File: src/rtl/pipe_skid_buf.sv
// rtl/pipe_skid_buf.sv - elastic valid/ready pipeline stage with main + skid register
//
// Ports:
//   clk        in   clock, rising edge
//   rst_n      in   asynchronous active-low reset
//   flush_i    in   synchronous flush (only when PIPE_SKID_FLUSH_EN is defined)
//   s_valid_i  in   upstream payload valid
//   s_ready_o  out  stage can accept (registered, = !skid_valid)
//   s_data_i   in   upstream payload [WIDTH-1:0]
//   m_valid_o  out  downstream payload valid (registered)
//   m_ready_i  in   downstream accepts
//   m_data_o   out  downstream payload, straight from the main register
//
// Build option: define PIPE_SKID_FLUSH_EN to add flush_i and the flush logic.

module pipe_skid_buf #(
  parameter int WIDTH = 32
) (
  input  logic             clk,
  input  logic             rst_n,
`ifdef PIPE_SKID_FLUSH_EN
  input  logic             flush_i,
`endif
  input  logic             s_valid_i,
  output logic             s_ready_o,
  input  logic [WIDTH-1:0] s_data_i,
  output logic             m_valid_o,
  input  logic             m_ready_i,
  output logic [WIDTH-1:0] m_data_o
);

  // Occupancy encoding is {skid_valid, main_valid}; skid never fills while
  // main is empty, so 2'b10 is unreachable.
  localparam logic [1:0] ST_EMPTY = 2'b00;
  localparam logic [1:0] ST_BUSY  = 2'b01;
  localparam logic [1:0] ST_FULL  = 2'b11;

  logic             main_valid;
  logic             skid_valid;
  logic [WIDTH-1:0] main_data;
  logic [WIDTH-1:0] skid_data;

  logic       in_hs;
  logic       out_hs;
  logic       do_flush;
  logic [1:0] state;

  assign state     = {skid_valid, main_valid};
  assign m_valid_o = main_valid;
  assign m_data_o  = main_data;
  // Inverted flop output only: nothing from m_ready_i reaches s_ready_o.
  assign s_ready_o = ~skid_valid;

  assign in_hs  = s_valid_i & s_ready_o;
  assign out_hs = main_valid & m_ready_i;

`ifdef PIPE_SKID_FLUSH_EN
  assign do_flush = flush_i;
`else
  assign do_flush = 1'b0;
`endif

  always_ff @(posedge clk or negedge rst_n) begin
    if (!rst_n) begin
      main_valid <= 1'b0;
      skid_valid <= 1'b0;
      main_data  <= '0;
      skid_data  <= '0;
    end else if (do_flush) begin
      // Flush drops occupancy only; data registers keep their contents.
      main_valid <= 1'b0;
      skid_valid <= 1'b0;
    end else begin
      case (state)
        ST_EMPTY: begin
          if (in_hs) begin
            main_valid <= 1'b1;
            main_data  <= s_data_i;
          end
        end
        ST_BUSY: begin
          if (in_hs && out_hs) begin
            main_data <= s_data_i;
          end else if (in_hs) begin
            // Downstream stalled: park the extra beat in skid.
            skid_valid <= 1'b1;
            skid_data  <= s_data_i;
          end else if (out_hs) begin
            main_valid <= 1'b0;
          end
        end
        ST_FULL: begin
          // s_ready_o is low here, so only the output side can move.
          if (out_hs) begin
            main_data  <= skid_data;
            skid_valid <= 1'b0;
          end
        end
        default: begin
          main_valid <= 1'b0;
          skid_valid <= 1'b0;
        end
      endcase
    end
  end

endmodule
File: config.mk
export PLATFORM = sky130hd
export DESIGN_NAME = pipe_skid_buf
export DESIGN_NICKNAME = d
export VERILOG_FILES = /design/src/rtl/pipe_skid_buf.sv
export SDC_FILE = /design/constraint.sdc
export NUM_CORES = 1
export LEC_CHECK = 0
export BUFFER_PORTS_ARGS = -buffer_cell sky130_fd_sc_hd__buf_2
export CAP_MARGIN = 20
export CORE_MARGIN = 2
export CORE_UTILIZATION = 25
export DETAILED_ROUTE_END_ITERATION = 6
export GPL_ROUTABILITY_DRIVEN = 0
export PLACE_DENSITY_LB_ADDON = 0.08
export SYNTH_ARGS = -nofsm -noshare
export SYNTH_HDL_FRONTEND = slang
export SYNTH_SLANG_ARGS = --single-unit
File: constraint.sdc
create_clock -name clk -period 3.9 [get_ports clk]
set_input_delay 0.195 -clock clk [delete_from_list [all_inputs] [get_ports clk]]
set_output_delay 0.195 -clock clk [all_outputs]
set_load 0.005 [all_outputs]
==> impl_metrics.yaml, run 1 <==
final_layout:
  final_cells: 447
  final_nets: 338
  fill_cells: 1228
  antenna_cells: 0
  area_delta_synth_final_pct: 25.3
  design_area_um2: 3660
  drive_above_1_share: 0.309
  fin_util: 0.320
grt:
  grt_pass1_wl_um: 11800
  antenna_found_initial: 0
  grt-ovfl-total: 0
  grt_pass1_vias: 2097
  grt_use_total: 0.123
  grt_max_degree: 67
run_status:
  outcome: "finished with violations"
  violations: "negative hold slack"
critical_path:
  slowest_stage: "dfrtp_1"
  crit_arrival_ps: 2450
  start_kind: "flip-flop"
  end_kind: "flip-flop"
  cp_cell_sequence: "ha_1 > nor2_1 > a41oi_4 > buf_4 > or2_4 > o21ai_1"
  ff2ff_path_depth: 6
  criticalPathCategory: "flip-flop to flip-flop"
  required_ps: 4090
  critPathMaxFanout: 33
  critical_path.max_stage_delay_ps: 520
synthesis:
  syn_inst: 234
  syn_area_um2: 2920
  synthDistinctLibCells: 22
  synth_fp_nets: 273
  ys_seq_area_frac: 0.566
  avgSynthCellArea_um2: 12.5
  yosys_warnings: 0
  synth_seq_cells: 66
sta:
  fin_hold_ws_ps: -28.0
  tns_ps: 0
  worst_slack_ps: 1640
  clock.fmax_mhz: 443
  min_period_over_period: 0.579
  worst_pin_slew_ps: 882
  period_needed_ps: 2260
  finClkSkew_ps: 4.88
  drv_slew: 0
  slew_headroom: 0.412
  rsz0062_at_grt: "no"
  hold_violations: 19
  setup_viol: 0
clocking:
  holdBufCountCts: 0
  cts_setup_buffers: 0
  htreeDepth: 3
  clockBufferDepth: 2
  path_clk_slew_ps: 50
  cts-root-buf: "clkbuf_16"
  cts_made_buffers: 9
  cts_tree: "done"
  cts-resized-gates: 0
  clkSinkCount: 66
  insertion_delay_ps: 330
power_and_ir_drop:
  power_switching_mw: 1.09
  power_mw: 3.10
  power.density_nw_per_um2: 847
  pwr-share-clk: 0.251
  power_frac_comb: 0.359
  swShare: 0.353
  leakage_nw: 1.59
  peakVddDrop_uv: 324
  pwr-share-seq: 0.390
  internal_power_mw: 2.00
placed_design:
  dp_cells: 431
  port_buffers: 69
  hpwl_um: 4280
  postPlaceCellArea_um2: 3370
  place_ws_ps: 1620
drt:
  wirelength_um: 7270
  routed_via_density: 4.53
  vias: 2024
  wl_per_cell_um: 16.3
  antenna_left: 0
  drt_first_pass_iters: 4
  drtIter0Drc: 98
  drc: 0
hold_path:
  hp-class: "primary input to async pin"
floorplanning:
  ios: 70
  dieWidth_um: 112
  coreArea_um2: 11400
  rows: 39
  dieArea_um2: 12600
  start_util: 0.256
  chipHeight_um: 112
flow_run:
  drv_cap: 0
==> final timing paths <==
kind	startpoint	slack, ps	to
max	m_valid_o	1640	m_data_o[10]
max reg2reg	m_valid_o	1640	m_data_o[10]
min in group clk	s_data_i[11]	100	skid_data[11]
max in group asynchronous	rst_n	3330	m_data_o[24]
min reg2reg	skid_data[22]	480	skid_data[22]
min	rst_n	-30	m_data_o[1]
==> power by group through the flow <==
stage | logic, mW | registers [mW] | clock network, mW
after floorplan | 0.758 | 1.19 | 0
after global placement | 1.13 | 1.22 | 0
after detailed placement | 1.15 | 1.23 | 0
after CTS | 1.15 | 1.21 | 0.807
after global routing | 1.26 | 1.25 | 0.844
final | 1.11 | 1.21 | 0.778
==> cell usage in the layout, fill, tap and decap left out, drive strengths merged <==
cell / n
clkbuf: 10
ha: 3
clkinv: 4
o21ai: 66
or2: 1
a41oi: 1
inv: 2
bufinv: 1
dfrtp: 66
mux2i: 32
and3: 2
clkinvlp: 1
a22o: 1
nor2: 3
nand2: 3
nor2b: 1
a21oi: 3
buf: 71
nand2b: 1
mux2: 32
==> metal layers <==
metal	track usage	wire [um]
met3	0.0346	291
met1	0.160	3380
met2	0.194	3500
met4	0.0512	94
met5	0	0
==> cells in the mapped netlist, drive strengths merged <==
master | instances | area, um^2
mux2i | 32 | 320
nand2b | 1 | 6.26
a41oi | 1 | 16.3
ha | 3 | 37.5
dfrtp | 66 | 1650
or2 | 1 | 8.76
nor2b | 1 | 6.26
mux2 | 32 | 360
a21oi | 3 | 15.0
a22o | 1 | 17.5
clkbuf | 6 | 22.5
nor2 | 3 | 11.3
and3 | 2 | 12.5
inv | 2 | 7.51
nand2 | 3 | 13.8
o21ai | 66 | 330
buf | 11 | 81.3
==> critical path: cells and delay by family, from the launching register on <==
family,cells,cell delay [ps]
flip-flops,1,520
buffers and inverters,1,360
AO/OA/AOI/OAI,2,290
AND/OR/NAND/NOR,2,580
adder cells (fa/ha/maj),1,350
==> registers in the layout, summed over array words and instances, names as in the netlist <==
| name | count |
|---|---|
| skid_valid | 1 |
| m_valid_o | 1 |
| m_data_o | 32 |
| skid_data | 32 |
==> logic make-up (layout without fill, tap and decap cells) <==
logic type	after synthesis	in the layout	synth area share
AOI/OAI and AO/OA	71	71	0.130
adders and majority gates	3	3	0.0129
buffers and inverters	19	89	0.0381
DFF	66	66	0.566
muxes	64	64	0.233
and+or+nand+nor	11	11	0.0202
==> layout make-up <==
cell class	instances	area, um^2	share of cell area
multi-input combinational	149	1170	0.320
clock buffer	10	229	0.0626
tap	143	179	0.0489
inverter	2	7.51	0.00205
clock inverter	6	57.6	0.0157
sequential	66	1650	0.451
timing repair buffer	71	363	0.0992
(Power assumes the default switching activity.)
==> run 2: changes to the inputs <==
--- a/config.mk
+++ b/config.mk
@@ -5,6 +5,7 @@
 export SDC_FILE = /design/constraint.sdc
 export NUM_CORES = 1
 export LEC_CHECK = 0
+export ABC_AREA = 1
 export BUFFER_PORTS_ARGS = -buffer_cell sky130_fd_sc_hd__buf_2
 export CAP_MARGIN = 20
 export CORE_MARGIN = 2
==> constraint.sdc (replaced) <==
create_clock -name clk -period 1.8 [get_ports clk]
set_input_delay 0.09 -clock clk [delete_from_list [all_inputs] [get_ports clk]]
set_output_delay 0.09 -clock clk [all_outputs]
set_load 0.005 [all_outputs]
==> run 2 against run 1 <==
- the flow now finishes without violations
- largest cell class unchanged
- first-iteration DRC count increased by 17%
- synthesized cell count increased by 62%
- combinational power increased to 2.6 times the previous value
- synthesized area increased by 4.5%
- largest power group is now combinational logic
- die area increased by 4.4%
- via count increased by 27%
- sequential power increased by 110%
- sequential share of layout area decreased by 2.3 points
- global-route usage increased by 0.14 points
- fmax increased by 38%
- clock-buffer cell count increased by 2
- clock skew increased by 1.0 ps
- critical endpoint is now m_data_o[20]
==> impl_metrics.yaml, run 2 <==
run_status:
  outcome: "finished, final reports clean"
final_layout:
  antenna_cells: 0
  area_delta_synth_final_pct: 26.3
  final_nets: 487
  drive_above_1_share: 0.226
  design_area_um2: 3850
  fill_cells: 1286
  final_common_cell: "nand2_1"
  final_cell_mix: "141 x nand2_1, 69 x buf_2, 65 x dfrtp_1"
synthesis:
  yosys-top-cells-area: "dfrtp_1 54%, nand2_1 17%, nand3_1 5.6%"
  synthTopCellsByCount: "141 x nand2_1, 66 x dfrtp_1, 36 x inv_1"
  dominantRegCellSynth: "dfrtp_1"
  yosys_warnings: 0
  syn_inst: 378
  async_flop_share: 1.00
  yosysMostFrequentCell: "nand2_1"
  avgSynthCellArea_um2: 8.07
  synth_seq_cells: 66
  synthDistinctLibCells: 20
  syn_area_um2: 3050
  synth-edff-count: 0
  synth_fp_nets: 417
  ys_seq_area_frac: 0.541
  yosys.area.top_type_share: 0.541
  synth.largest_area_cell: "dfrtp_1"
hold_path:
  hp-class: "primary input to flip-flop"
critical_path:
  critical_path.max_stage_delay_ps: 410
  slowest_stage: "dfrtp_1"
  critPathBufInv: 2
  required_ps: 2060
  start_kind: "flip-flop"
  end_kind: "flip-flop"
  criticalPathCategory: "flip-flop to flip-flop"
  critPathMaxFanout: 15
  crit_arrival_ps: 1900
  cp_cell_sequence: "inv_1 > ha_1 > or2_1 > nand2_2 > buf_6 > nand3_1 > nand2_1"
  cp_top_family: "simple AND/OR/NAND/NOR gates"
drt:
  wirelength_um: 7670
  wl_per_cell_um: 12.8
  drt_first_pass_iters: 4
  vias: 2566
  antenna_left: 0
  routed_via_density: 4.28
  drtIter0Drc: 115
  drc: 0
floorplanning:
  rows: 40
  coreArea_um2: 12000
  start_util: 0.255
  dieWidth_um: 114
  chipHeight_um: 114
  ios: 70
  dieArea_um2: 13100
sta:
  hold_violations: 0
  slew_headroom: 0.728
  worst_pin_slew_ps: 408
  setup_viol: 0
  clock.fmax_mhz: 610
  drv_slew: 0
  worst_slack_ps: 161
  rsz0062_at_grt: "no"
  min_period_over_period: 0.910
  finClkSkew_ps: 5.91
  period_needed_ps: 1640
  tns_ps: 0
placed_design:
  hpwl_um: 4990
  port_buffers: 69
  place_ws_ps: 65.8
  postPlaceCellArea_um2: 3540
grt:
  grt_pass1_vias: 2433
  grt-ovfl-total: 0
  antenna_found_initial: 0
  grt_max_degree: 67
  grt_pass1_wl_um: 12600
  grt_use_total: 0.124
clocking:
  clockBufferDepth: 2
  clkSinkCount: 66
  cts_setup_buffers: 0
  cts_tree: "done"
  cts-root-buf: "clkbuf_16"
  path_clk_slew_ps: 50
  htreeDepth: 3
  cts_made_buffers: 9
  insertion_delay_ps: 320
power_and_ir_drop:
  leakage_nw: 2.05
  peakVddDrop_uv: 656
  power.density_nw_per_um2: 1870
flow_run:
  drv_cap: 0
## run 2: layout make-up
type	count	area, um^2	share of cell area
well taps	147	184	0.0477
flip-flops and latches	66	1650	0.429
clock buffers	12	246	0.0640
inverters	38	143	0.0370
repair buffers	81	454	0.118
clock inverters	3	40.0	0.0104
multi-input cells	252	1130	0.294
## run 2: layer usage
metal / share of wire / global-route usage
met1: 0.50 / 0.172
met5: 0 / 0
met3: 0.051 / 0.0376
met2: 0.44 / 0.188
met4: 0.0050 / 0.0341
## run 2: stage by stage
stage / std cells / total power [mW] / utilization / hold slack (ps)
finish: 599 / 7.19 / 0.322 / 20.8
global route: 599 / 7.88 / 0.322 / 23.0
CTS: 599 / 7.31 / 0.321 / 11.2
detailed placement: 583 / 5.52 / 0.296 / 145
global placement: 583 / 5.48 / 0.296 / 149
floorplan: 378 / 4.55 / - / -206
## run 2: what timing repair did
item / in CTS / in global routing
setup endpoints to repair: 0 / 32
hold endpoints to repair: 66 / 0
hold buffers: 1 / 0
resized for setup: 0 / 3
## run 2: power breakdown
part | switching (mW) | internal, mW | leakage (nW)
sequential | 0.371 | 2.21 | 0.823
clock | 0.623 | 1.10 | 0.142
combinational | 1.78 | 1.10 | 1.08
## run 2: worst min-delay path, stage by stage
cell	delay, ps
buf_2	90
inv_1	60
o21ai_1	60
## run 2: kinds of logic (layout without fill, tap and decap cells)
| kind of cell | Yosys count | count (layout) | share of synthesized area |
|---|---|---|---|
| buffers and inverters | 60 | 134 | 0.0910 |
| flip-flops | 66 | 66 | 0.541 |
| AND/OR/NAND/NOR | 182 | 182 | 0.246 |
| AO/OA/AOI/OAI | 67 | 67 | 0.110 |
| adder cells (fa/ha/maj) | 3 | 3 | 0.0123 |
## run 2: worst paths after layout
| check | from | to | slack, ps | depth (start not counted) |
|---|---|---|---|---|
| setup / recovery | skid_valid | m_data_o[20] | 160 | 7 |
| hold / removal | s_data_i[24] | skid_data[24] | 20 | 3 |
| setup reg to reg | skid_valid | m_data_o[20] | 160 | 7 |
| hold reg to reg | m_data_o[14] | m_data_o[14] | 460 | 2 |
| max in group asynchronous | rst_n | m_valid_o | 1160 | 3 |
| min in group asynchronous | rst_n | m_data_o[7] | 310 | 3 |
==> run 3: changes to the inputs <==
--- a/config.mk
+++ b/config.mk
@@ -8,7 +8,6 @@
 export ABC_AREA = 1
 export BUFFER_PORTS_ARGS = -buffer_cell sky130_fd_sc_hd__buf_2
 export CAP_MARGIN = 20
-export CORE_MARGIN = 2
 export CORE_UTILIZATION = 25
 export DETAILED_ROUTE_END_ITERATION = 6
 export GPL_ROUTABILITY_DRIVEN = 0
==> run 3 against run 2 <==
- critical path depth unchanged
- flip-flop and latch count is the same
- clock power grew 3%
- fmax is 0.99% lower
- global-route usage increased by 0.81 points
- sequential share of layout area decreased by 0.14 points
- non-clock buffer count did not move
- largest cell class unchanged
==> impl_metrics.yaml, run 3 (synthesized netlist as in run 2, its figures left out) <==
clocking:
  cts_made_buffers: 9
  insertion_delay_ps: 320
  cts_setup_buffers: 0
  htreeDepth: 3
  cts-root-buf: "clkbuf_16"
  cts_tree: "done"
  path_clk_slew_ps: 60
  clockBufferDepth: 2
  clkSinkCount: 66
flow_run:
  drv_cap: 0
critical_path:
  ff2ff_path_depth: 7
  crit_end: "m_data_o[17]"
  cp_cell_sequence: "inv_1 > ha_1 > or2_1 > nand2_2 > buf_4 > nand3_1 > nand2_1"
  rrSetupSlack_ps: 140
  required_ps: 2060
  start_kind: "flip-flop"
  slowest_stage: "dfrtp_1"
  critical_path.max_stage_delay_ps: 400
  r2r_start: "skid_valid"
  end_kind: "flip-flop"
  criticalPathCategory: "flip-flop to flip-flop"
  crit_arrival_ps: 1920
  r2r_end: "m_data_o[17]"
  critPathLaunch: "skid_valid"
  critPathMaxFanout: 15
sta:
  rsz0062_at_grt: "no"
  min_period_over_period: 0.919
  setup_viol: 0
  period_needed_ps: 1660
  worst_slack_ps: 145
  drv_slew: 0
  finClkSkew_ps: 4.41
  worst_pin_slew_ps: 491
  slew_headroom: 0.673
  hold_violations: 0
  tns_ps: 0
  clock.fmax_mhz: 604
placed_design:
  port_buffers: 69
  hpwl_um: 5170
  dp_cells: 579
  place_ws_ps: 35.0
floorplanning:
  dieWidth_um: 112
  ios: 70
  chipHeight_um: 112
  start_util: 0.262
  dieArea_um2: 12700
  rows: 39
  coreArea_um2: 11700
final_layout:
  fill_cells: 1258
  final_common_cell: "nand2_1"
  area_delta_synth_final_pct: 26.7
  seqCellArea_um2: 1650
  multiInputGateArea_um2: 1130
  antenna_cells: 0
  final_cell_mix: "141 x nand2_1, 68 x buf_2, 65 x dfrtp_1"
  final_cells: 596
  final_nets: 487
  drive_above_1_share: 0.232
drt:
  drc: 0
  antenna_left: 0
  routed_via_density: 4.33
  wirelength_um: 7700
  drt_first_pass_iters: 4
  wl_per_cell_um: 12.9
  vias: 2578
  drtIter0Drc: 145
grt:
  grt-ovfl-total: 0
  antenna_found_initial: 0
  grt_pass1_wl_um: 13100
  grt_use_total: 0.132
  grt_pass1_vias: 2566
  grt_max_degree: 36
power_and_ir_drop:
  power.density_nw_per_um2: 1860
  peakVddDrop_uv: 603
  leakage_nw: 2.05
hold_path:
  hp-class: "primary input to flip-flop"
run_status:
  outcome: "finished, final reports clean"
[run 3: worst min-delay path by stage]
stage,startpoint,slack (ps),depth (start not counted),endpoint
2_1_floorplan,rst_n,-210,0,m_data_o[0]
3_3_place_gp,rst_n,100,1,m_data_o[4]
3_5_place_dp,rst_n,110,1,m_data_o[4]
4_1_cts,s_data_i[6],7,3,skid_data[6]
5_1_grt,s_data_i[23],10,3,skid_data[23]
6_report,s_data_i[6],20,3,skid_data[6]
[run 3: final cells by class]
cell class | count | share of cell area
Multi-Input combinational cell | 252 | 0.293
Inverter | 38 | 0.0369
Clock inverter | 6 | 0.0172
Timing Repair Buffer | 81 | 0.117
Sequential cell | 66 | 0.428
Clock buffer | 10 | 0.0618
Tap cell | 143 | 0.0463
[run 3: worst max-delay path: cells and delay by family, from the launching register on]
| family | cells | cell delay, ps |
|---|---|---|
| and+or+nand+nor | 4 | 560 |
| buffers and inverters | 2 | 350 |
| DFF | 1 | 400 |
| adders and majority gates | 1 | 270 |
[run 3: stage by stage]
| stage | cell area, um^2 | util | hold slack [ps] | power [mW] |
|---|---|---|---|---|
| floorplan | 3050 | - | -206 | 4.55 |
| CTS | 3860 | 0.331 | 7.22 | 7.34 |
| global route | 3870 | 0.332 | 14.1 | 7.90 |
| detailed placement | 3540 | 0.304 | 112 | 5.51 |
| finish | 3870 | 0.332 | 17.6 | 7.19 |
| global placement | 3540 | 0.304 | 101 | 5.48 |
[run 3: power breakdown]
group / internal, mW / switching [mW] / total [mW]
Sequential: 2.21 / 0.380 / 2.59
Combinational: 1.07 / 1.76 / 2.83
Clock: 1.11 / 0.660 / 1.77
Total: 4.39 / 2.80 / 7.19
[run 3: metal layers]
metal	track usage	share of wire	routed length (um)
met1	0.183	0.50	3830
met4	0.0427	0.0096	74
met2	0.201	0.45	3460
met3	0.0356	0.044	340
met5	0	0	0
[run 3: what timing repair did]
action / 4_1_cts / 5_1_grt
setup endpoints to repair: 0 / 32
hold buffers: 1 / 0
endpoints found under the hold margin: 33 / 0
gates resized for setup: 0 / 2
